===== src/rtl/pipeline_ctrl.sv =====
// Hazard/stall controller for a 5-stage pipe: per-latch commands, PC enable,
// halt-drain sequencing and saturating stall/flush performance counters.
package pipeline_ctrl_pkg;
  typedef enum logic [1:0] {
    PIPE_UPDATE = 2'd0,
    PIPE_STALL  = 2'd1,
    PIPE_FLUSH  = 2'd2
  } pipe_state_t;
endpackage

module pipeline_ctrl
  import pipeline_ctrl_pkg::*;
#(
  parameter int unsigned CNT_W = 32
) (
  input  logic             CLK,
  input  logic             RST,
  input  logic             ihit,
  input  logic             dhit,
  input  logic             dmem_req,
  input  logic             redirect_mem,
  input  logic             halt_mem,
  input  logic             load_ex,
  input  logic [4:0]       regWSEL_ex,
  input  logic [4:0]       rs_dec,
  input  logic [4:0]       rt_dec,
  input  logic             uses_rt_dec,
  output pipe_state_t      fd_state,
  output pipe_state_t      de_state,
  output pipe_state_t      em_state,
  output pipe_state_t      mw_state,
  output logic             pc_en,
  output logic             halted,
  output logic [CNT_W-1:0] stall_cycles,
  output logic [CNT_W-1:0] flush_events
);

  typedef enum logic [1:0] {
    S_RUN    = 2'd0,
    S_DRAIN  = 2'd1,
    S_HALTED = 2'd2
  } ctrl_state_t;

  localparam logic [CNT_W-1:0] CNT_MAX = {CNT_W{1'b1}};

  ctrl_state_t state, state_nxt;
  logic        load_use;
  logic        stall_inc;
  logic        flush_inc;

  // A load writing r0 never creates a dependency.
  assign load_use = load_ex && (regWSEL_ex != 5'd0) &&
                    ((regWSEL_ex == rs_dec) || (uses_rt_dec && (regWSEL_ex == rt_dec)));

  assign halted = (state == S_HALTED);

  always_ff @(posedge CLK or posedge RST) begin
    if (RST) state <= S_RUN;
    else     state <= state_nxt;
  end

  // Priority arbitration; a pending memory wait masks every lower decision.
  always_comb begin
    state_nxt = state;
    fd_state  = PIPE_UPDATE;
    de_state  = PIPE_UPDATE;
    em_state  = PIPE_UPDATE;
    mw_state  = PIPE_UPDATE;
    pc_en     = 1'b0;
    stall_inc = 1'b0;
    flush_inc = 1'b0;
    case (state)
      S_RUN: begin
        if (dmem_req && !dhit) begin
          fd_state = PIPE_STALL;
          de_state = PIPE_STALL;
          em_state = PIPE_STALL;
          mw_state = PIPE_FLUSH;
        end else if (halt_mem) begin
          fd_state  = PIPE_FLUSH;
          de_state  = PIPE_FLUSH;
          em_state  = PIPE_FLUSH;
          state_nxt = S_DRAIN;
        end else if (redirect_mem) begin
          fd_state  = PIPE_FLUSH;
          de_state  = PIPE_FLUSH;
          em_state  = PIPE_FLUSH;
          pc_en     = 1'b1;
          flush_inc = 1'b1;
        end else if (load_use) begin
          fd_state = PIPE_STALL;
          de_state = PIPE_FLUSH;
        end else if (!ihit) begin
          fd_state = PIPE_FLUSH;
        end else begin
          pc_en = 1'b1;
        end
        stall_inc = !pc_en;
      end
      S_DRAIN: begin
        fd_state  = PIPE_FLUSH;
        de_state  = PIPE_FLUSH;
        em_state  = PIPE_FLUSH;
        mw_state  = PIPE_STALL;
        state_nxt = S_HALTED;
      end
      S_HALTED: begin
        fd_state = PIPE_STALL;
        de_state = PIPE_STALL;
        em_state = PIPE_STALL;
        mw_state = PIPE_STALL;
      end
      default: begin
        fd_state  = PIPE_FLUSH;
        de_state  = PIPE_FLUSH;
        em_state  = PIPE_FLUSH;
        mw_state  = PIPE_FLUSH;
        state_nxt = S_RUN;
      end
    endcase
    // Reset forces bubbles into every latch regardless of the inputs.
    if (RST) begin
      fd_state  = PIPE_FLUSH;
      de_state  = PIPE_FLUSH;
      em_state  = PIPE_FLUSH;
      mw_state  = PIPE_FLUSH;
      pc_en     = 1'b0;
      stall_inc = 1'b0;
      flush_inc = 1'b0;
      state_nxt = S_RUN;
    end
  end

  always_ff @(posedge CLK or posedge RST) begin
    if (RST) begin
      stall_cycles <= '0;
      flush_events <= '0;
    end else begin
      if (stall_inc && (stall_cycles != CNT_MAX)) stall_cycles <= stall_cycles + CNT_W'(1);
      if (flush_inc && (flush_events != CNT_MAX)) flush_events <= flush_events + CNT_W'(1);
    end
  end

endmodule


===== config.mk =====
export PLATFORM = sky130hd
export DESIGN_NAME = pipeline_ctrl
export DESIGN_NICKNAME = d
export VERILOG_FILES = /design/src/rtl/pipeline_ctrl.sv
export SDC_FILE = /design/constraint.sdc
export NUM_CORES = 1
export LEC_CHECK = 0
export BUFFER_PORTS_ARGS = -buffer_cell sky130_fd_sc_hd__buf_2
export CAP_MARGIN = 20
export CORE_AREA = 10 10 78 113
export CTS_CLUSTER_DIAMETER = 30
export CTS_CLUSTER_SIZE = 30
export DETAILED_ROUTE_END_ITERATION = 6
export DIE_AREA = 0 0 88 123
export PLACE_DENSITY = 0.78
export SETUP_SLACK_MARGIN = 0.02
export SLEW_MARGIN = 30
export SYNTH_ARGS = -nofsm -noshare
export SYNTH_HDL_FRONTEND = slang
export SYNTH_SLANG_ARGS = --single-unit

===== constraint.sdc =====
create_clock -name CLK -period 9.6 [get_ports CLK]
set_input_delay 1.44 -clock CLK [delete_from_list [all_inputs] [get_ports CLK]]
set_output_delay 1.44 -clock CLK [all_outputs]
set_load 0.02 [all_outputs]

==> results of run 1 <==
[area by class of cell]
type,count,area [µm²]
multi-input combinational,263,1860
tap,78,97.6
sequential,66,1650
timing repair buffer,100,508
clock inverter,3,40.0
fill,583,2470
clock buffer,12,145
inverter,10,37.5
[metal layers]
metal  wire (µm)  part of all wire [%]
met1        3390                    40
met2        4160                    49
met3         774                   9.1
met4         129                   1.5
met5           0                     0
[state kept, by name, indices dropped and copies added, names as in the netlist]
register and count:
state 2, flush_events 32, stall_cycles 32
[worst max-delay path, stage by stage]
cell and delay (ps):
buf_2 120, or4_1 530, o21ai_0 210, o31a_1 150, buf_4 360, nor2b_1 190, buf_2 180
[power groups by stage]
stage | logic (mW) | clock network (mW) | registers, mW
2_1_floorplan | 0.0746 | 0 | 0.359
3_3_place_gp | 0.146 | 0 | 0.335
3_5_place_dp | 0.149 | 0 | 0.336
4_1_cts | 0.150 | 0.233 | 0.331
5_1_grt | 0.165 | 0.247 | 0.336
6_report | 0.147 | 0.226 | 0.332
[cell usage after synthesis, drive strengths merged (2+ instances only)]
| master | number |
|---|---|
| dfrtp | 66 |
| xor2 | 52 |
| nor2 | 29 |
| nand3 | 28 |
| nor3 | 24 |
| nand2 | 23 |
| nand4 | 20 |
| xnor2 | 20 |
| nor4 | 13 |
| inv | 10 |
| buf | 9 |
| and3 | 8 |
| ha | 6 |
| a21oi | 5 |
| nor2b | 4 |
| and4 | 3 |
| nand2b | 3 |
| nor3b | 3 |
| nor4b | 3 |
| a31oi | 2 |
| and2 | 2 |
| mux2 | 2 |
| o21ai | 2 |
| or2 | 2 |
[worst min path at each step]
stage	endpoint	slack, ps	cells past startpoint
3_5_place_dp	stall_cycles[11]	480	1
2_1_floorplan	state[0]	520	2
4_1_cts	stall_cycles[11]	490	1
5_1_grt	stall_cycles[11]	520	1
6_report	stall_cycles[11]	490	1
3_3_place_gp	stall_cycles[20]	480	1
[through the flow]
stage	worst slack [ps]	total power, mW
2_1_floorplan	4210	0.434
3_3_place_gp	5070	0.480
3_5_place_dp	5010	0.486
4_1_cts	4990	0.715
5_1_grt	4890	0.748
6_report	4980	0.705
[kinds of logic after synthesis]
group,after synthesis
muxes,3
DFF,66
buffers and inverters,20
adders and majority gates,6
and+or+nand+nor,168
AOI/OAI and AO/OA,14
xor gates and xnor gates,72
==> qor.csv, run 1 <==
metric,value,unit
status,finished clean,
clkTransAtPathRegs,70,ps
sw_frac_of_total,32.1,%
fin_crit_sh,48.1,%
diodes,0,
drive_above_1_share,31.1,%
clkPwrFrac,32.1,%
min_from,stall_cycles[11],
die_h,123,µm
synth_compound_area_share,2.53,%
gp_congestion,0.822,
fin_area,0.00434,mm²
reg2reg_to,stall_cycles[1],
rsz0062_at_grt,false,
final_cell_mix,"buf_2, dfrtp_1, xor2_1, nor2_1, nand3_1",
ff2ff_setup_slack,6890,ps
met3_usage,6.98,%
via_per_inst,5.53,
cts_made_buffers,9,
total_leakage_power,2.26,nW
required,8160,ps
cts_resized,0,
row_count,37,
syn-num-nets,379,
synth_top_family_by_area,simple AND/OR/NAND/NOR gates,
yosysTopAreaCell,dfrtp_1,
crit_type,in2out,
synth_area_leaders,"dfrtp_1, xor2_1, xnor2_1, nand3_1, nor4_2",
busiest_layer,met2,
port_buffers,97,
cts_tree,done,
fp.dieArea,0.0108,mm²
synth_cell_types,44,
synth_top_area_share,45.7,%
p_int,479,µW
worstSetupEndpoint,pc_en,
crit_fanout,32,
drcViolationCount,0,
finalNonFillerCells,532,
die_w,88,µm
gr-usage-all-layers,16.5,%
dp_cells,517,
dp_hpwl,6410,µm
max_freq,217,MHz
area_growth,20.2,%
seqPwrFrac,47.0,%
ys_seq_area_share,45.7,%
finClkSkew,10.1,ps
hold_viol,0,
min_path_type,reg2reg,
fin_nets,480,
ios,98,
final_common_cell,buf_2,
core_area,0.00681,mm²
arrival,3180,ps
synth_mux_area_share,0.901,%
htree_levels,3,
yosysWarnings,0,
cts_sinks,66,
vias,2940,
setup_viol,0,
hold_buffers,0,
pwr-share-comb,20.9,%
clock_path_buffers,2,
wirelength,8460,µm
end_kind,primary output,
placed_area,0.00415,mm²
power_switching,226,µW
drtAntennaViolNets,0,
antenna_found_initial,0,
ir_drop,0.0000957,V
cts_setup_buffers,0,
startpoint,regWSEL_ex[1],
report.final.slew_viol_count,0,
drt_first_iter_violations,63,
dr.pass1.iters,4,
holdWs,485,ps
netlist_area,0.00361,mm²
synthXorXnorAreaFrac,17.5,%
grt_pass1_wl,14600,µm
grt_overflow_total,0,
powerDensity,163,mW/mm²
ys.flop_type,dfrtp_1,
grt_max_degree,67,
synth_edf_count,0,
tns,0,ps
timing.rr.start,stall_cycles[0],
post-route-min-period,4620,ps
grt_pass1_vias,3066,
use_met1,18.8,%
r2r_cells,8,
netlist_instances,349,
avgSynthCellArea,10.3,µm²
cp-start-kind,input port,
async_reset_ff_share,100,%
wl_per_cell,15.9,µm
synthSimpleGateAreaFrac,28.5,%
slew_headroom,45.8,%
synthAdderAreaFrac,2.08,%
start_util,53.1,%
grt_use_met2,27.0,%
synth-seq-cells,66,
root_buffer,clkbuf_8,
clock_latency,340,ps
maxCapViolations,0,
final_core_util,63.8,%
worst_pin_slew,812,ps
No activity file was read; power rests on OpenSTA's default activity.
==> inputs of run 2 (changes only) <==
CORE_AREA = 10 10 79 115   (was 10 10 78 113)
DIE_AREA = 0 0 89 125   (was 0 0 88 123)
PLACE_DENSITY = 0.75   (was 0.78)
clock period = 4.4 ns   (was 9.6 ns; I/O delays follow)
==> run 2 against run 1 <==
Compared with the run above:
- non-clock buffer count is 1 higher
- first-iteration DRC count rose by 44%
- worst setup slack got worse by 3600 ps
- largest power group unchanged
==> qor.csv, run 2 (synthesis results as in run 1) <==
metric,value,unit,change
die_w,89,µm,+1.1%
min_from,stall_cycles[20],,
crit_fanout,32,,unchanged
root_buffer,clkbuf_8,,
seqCellArea,0.00165,mm²,unchanged
sw_frac_of_total,33.1,%,+1.0 points
htree_levels,3,,unchanged
clkTransAtPathRegs,60,ps,about the same
hold_buffers,0,,unchanged
multi_input_area,0.00186,mm²,unchanged
drtAntennaViolNets,0,,unchanged
pwr-share-comb,21.8,%,+0.9 points
finalNonFillerCells,536,,+0.75%
core_area,0.00708,mm²,+4.1%
via_per_inst,5.46,,-1.3%
grt_max_degree,67,,unchanged
grt_pass1_vias,3048,,-0.59%
clock_latency,340,ps,about the same
busiest_layer,met2,,
r2r_cells,8,,unchanged
drive_above_1_share,31.1,%,+0.083 points
ir_drop,0.000187,V,+95%
hold_end,stall_cycles[20],,
die_h,125,µm,+1.6%
min_path_type,reg2reg,,
vias,2924,,-0.54%
finClkSkew,8.15,ps,-1.94 ps
end_kind,primary output,,
fin_crit_sh,68.1,%,
fin_nets,481,,+0.21%
drcViolationCount,0,,unchanged
clkPwrFrac,29.1,%,-3.0 points
port_buffers,97,,unchanged
wl_per_cell,16.0,µm,+0.64%
whs_path_depth,1,,unchanged
tns,0,ps,unchanged
dr.pass1.iters,4,,unchanged
wirelength,8580,µm,+1.4%
slew_headroom,43.8,%,-2.0 points
pre_cts_ws,1400,ps,-3610 ps
reg_top3,"flush_events: 32 flops, stall_cycles: 32 flops, state: 2 flops",,
row_count,38,,+2.7%
setup_ws,1410,ps,-3580 ps
grt_overflow_total,0,,unchanged
path_common_cell,buf_2,,
grt_use_met2,26.8,%,-0.17 points
final_cell_mix,"buf_2, dfrtp_1, xor2_1, nor2_1, nand3_1",,
ios,98,,unchanged
total_leakage_power,2.26,nW,-0.19%
dp_hpwl,6590,µm,+2.8%
holdWs,485,ps,+0.0930 ps
report.final.slew_viol_count,0,,unchanged
grt_pass1_wl,14200,µm,-2.2%
cts_resized,0,,unchanged
power_switching,491,µW,+120%
max_freq,334,MHz,
fp.dieArea,0.0111,mm²,+2.8%
fillers,615,,+5.5%
cts_tree,done,,
clock_path_buffers,2,,unchanged
post-route-min-period,2990,ps,
area_growth,19.9,%,
rsz0062_at_grt,false,,
reg2reg_to,stall_cycles[1],,
required,3740,ps,-4420 ps
worst_pin_slew,843,ps,+30.5 ps
diodes,0,,unchanged
met3_usage,5.07,%,-1.9 points
gp_congestion,0.802,,-2.5%
hold_viol,0,,unchanged
cts_made_buffers,9,,unchanged
ff2ff_setup_slack,1560,ps,-5330 ps
seqPwrFrac,49.1,%,+2.1 points
dp_cells,520,,+0.58%
use_met1,17.5,%,-1.3 points
setup_viol,0,,unchanged
powerDensity,343,mW/mm²,+110%
maxCapViolations,0,,unchanged
start_util,51.0,%,-2.1 points
cp_cell_sequence,buf_2 > or4_1 > o21ai_0 > o31a_1 > buf_4 > nor2b_1 > buf_2,,
cts_sinks,66,,unchanged
cp-start-kind,input port,,
cts_setup_buffers,0,,unchanged
p_int,991,µW,+110%
status,finished clean,,
timing.rr.start,stall_cycles[0],,
cp_slowest_cell,or4_1,,
arrival,2330,ps,-850 ps
crit_type,in2out,,
antenna_found_initial,0,,unchanged
gr-usage-all-layers,15.8,%,-0.68 points
max_stage_delay,500,ps,-30 ps
drt_first_iter_violations,91,,+44%
final_common_cell,buf_2,,
-- run 2: final cells by class --
cell class,count,area share (%)
clock buffers,13,3.44
inverters,10,0.867
flip-flops and latches,66,38.2
repair buffers,101,11.9
clock inverters,3,0.347
multi-input cells,263,43.0
well taps,80,2.31
-- run 2: how the worst max path moves through the flow --
stage	from	slack, ps	endpoint	cells after the start
6_report	regWSEL_ex[1]	1410	pc_en	7
5_1_grt	regWSEL_ex[1]	1250	pc_en	7
4_1_cts	regWSEL_ex[1]	1390	pc_en	7
3_5_place_dp	regWSEL_ex[1]	1400	pc_en	7
3_3_place_gp	regWSEL_ex[1]	1420	pc_en	7
2_1_floorplan	RST	570	fd_state[0]	5
-- run 2: layer usage --
layer	share of wire, %	routed length [µm]	up-vias
met5	0	0	-
met4	1.6	133	0
met3	6.1	525	13
met2	52	4440	79
met1	41	3480	1407
li1	-	-	1425
-- run 2: per-stage QoR --
step	power, mW	cell area (µm²)	util [%]
after floorplan	0.946	3610	-
after global placement	1.06	4160	58.8
after detailed placement	1.07	4160	58.8
after CTS	1.51	4330	61.1
after global routing	1.57	4330	61.1
final	1.48	4330	61.1
-- run 2: power by group through the flow --
stage	registers, mW	logic, mW	clock network, mW
after floorplan	0.783	0.163	0
after global placement	0.732	0.325	0
after detailed placement	0.740	0.329	0
after CTS	0.729	0.330	0.448
after global routing	0.739	0.354	0.478
final	0.728	0.322	0.432
-- run 2: worst max-delay path: cells and delay by family --
family / cells / cell delay, ps
simple gates: 2 / 680
buf+inv: 3 / 630
compound gates: 2 / 350
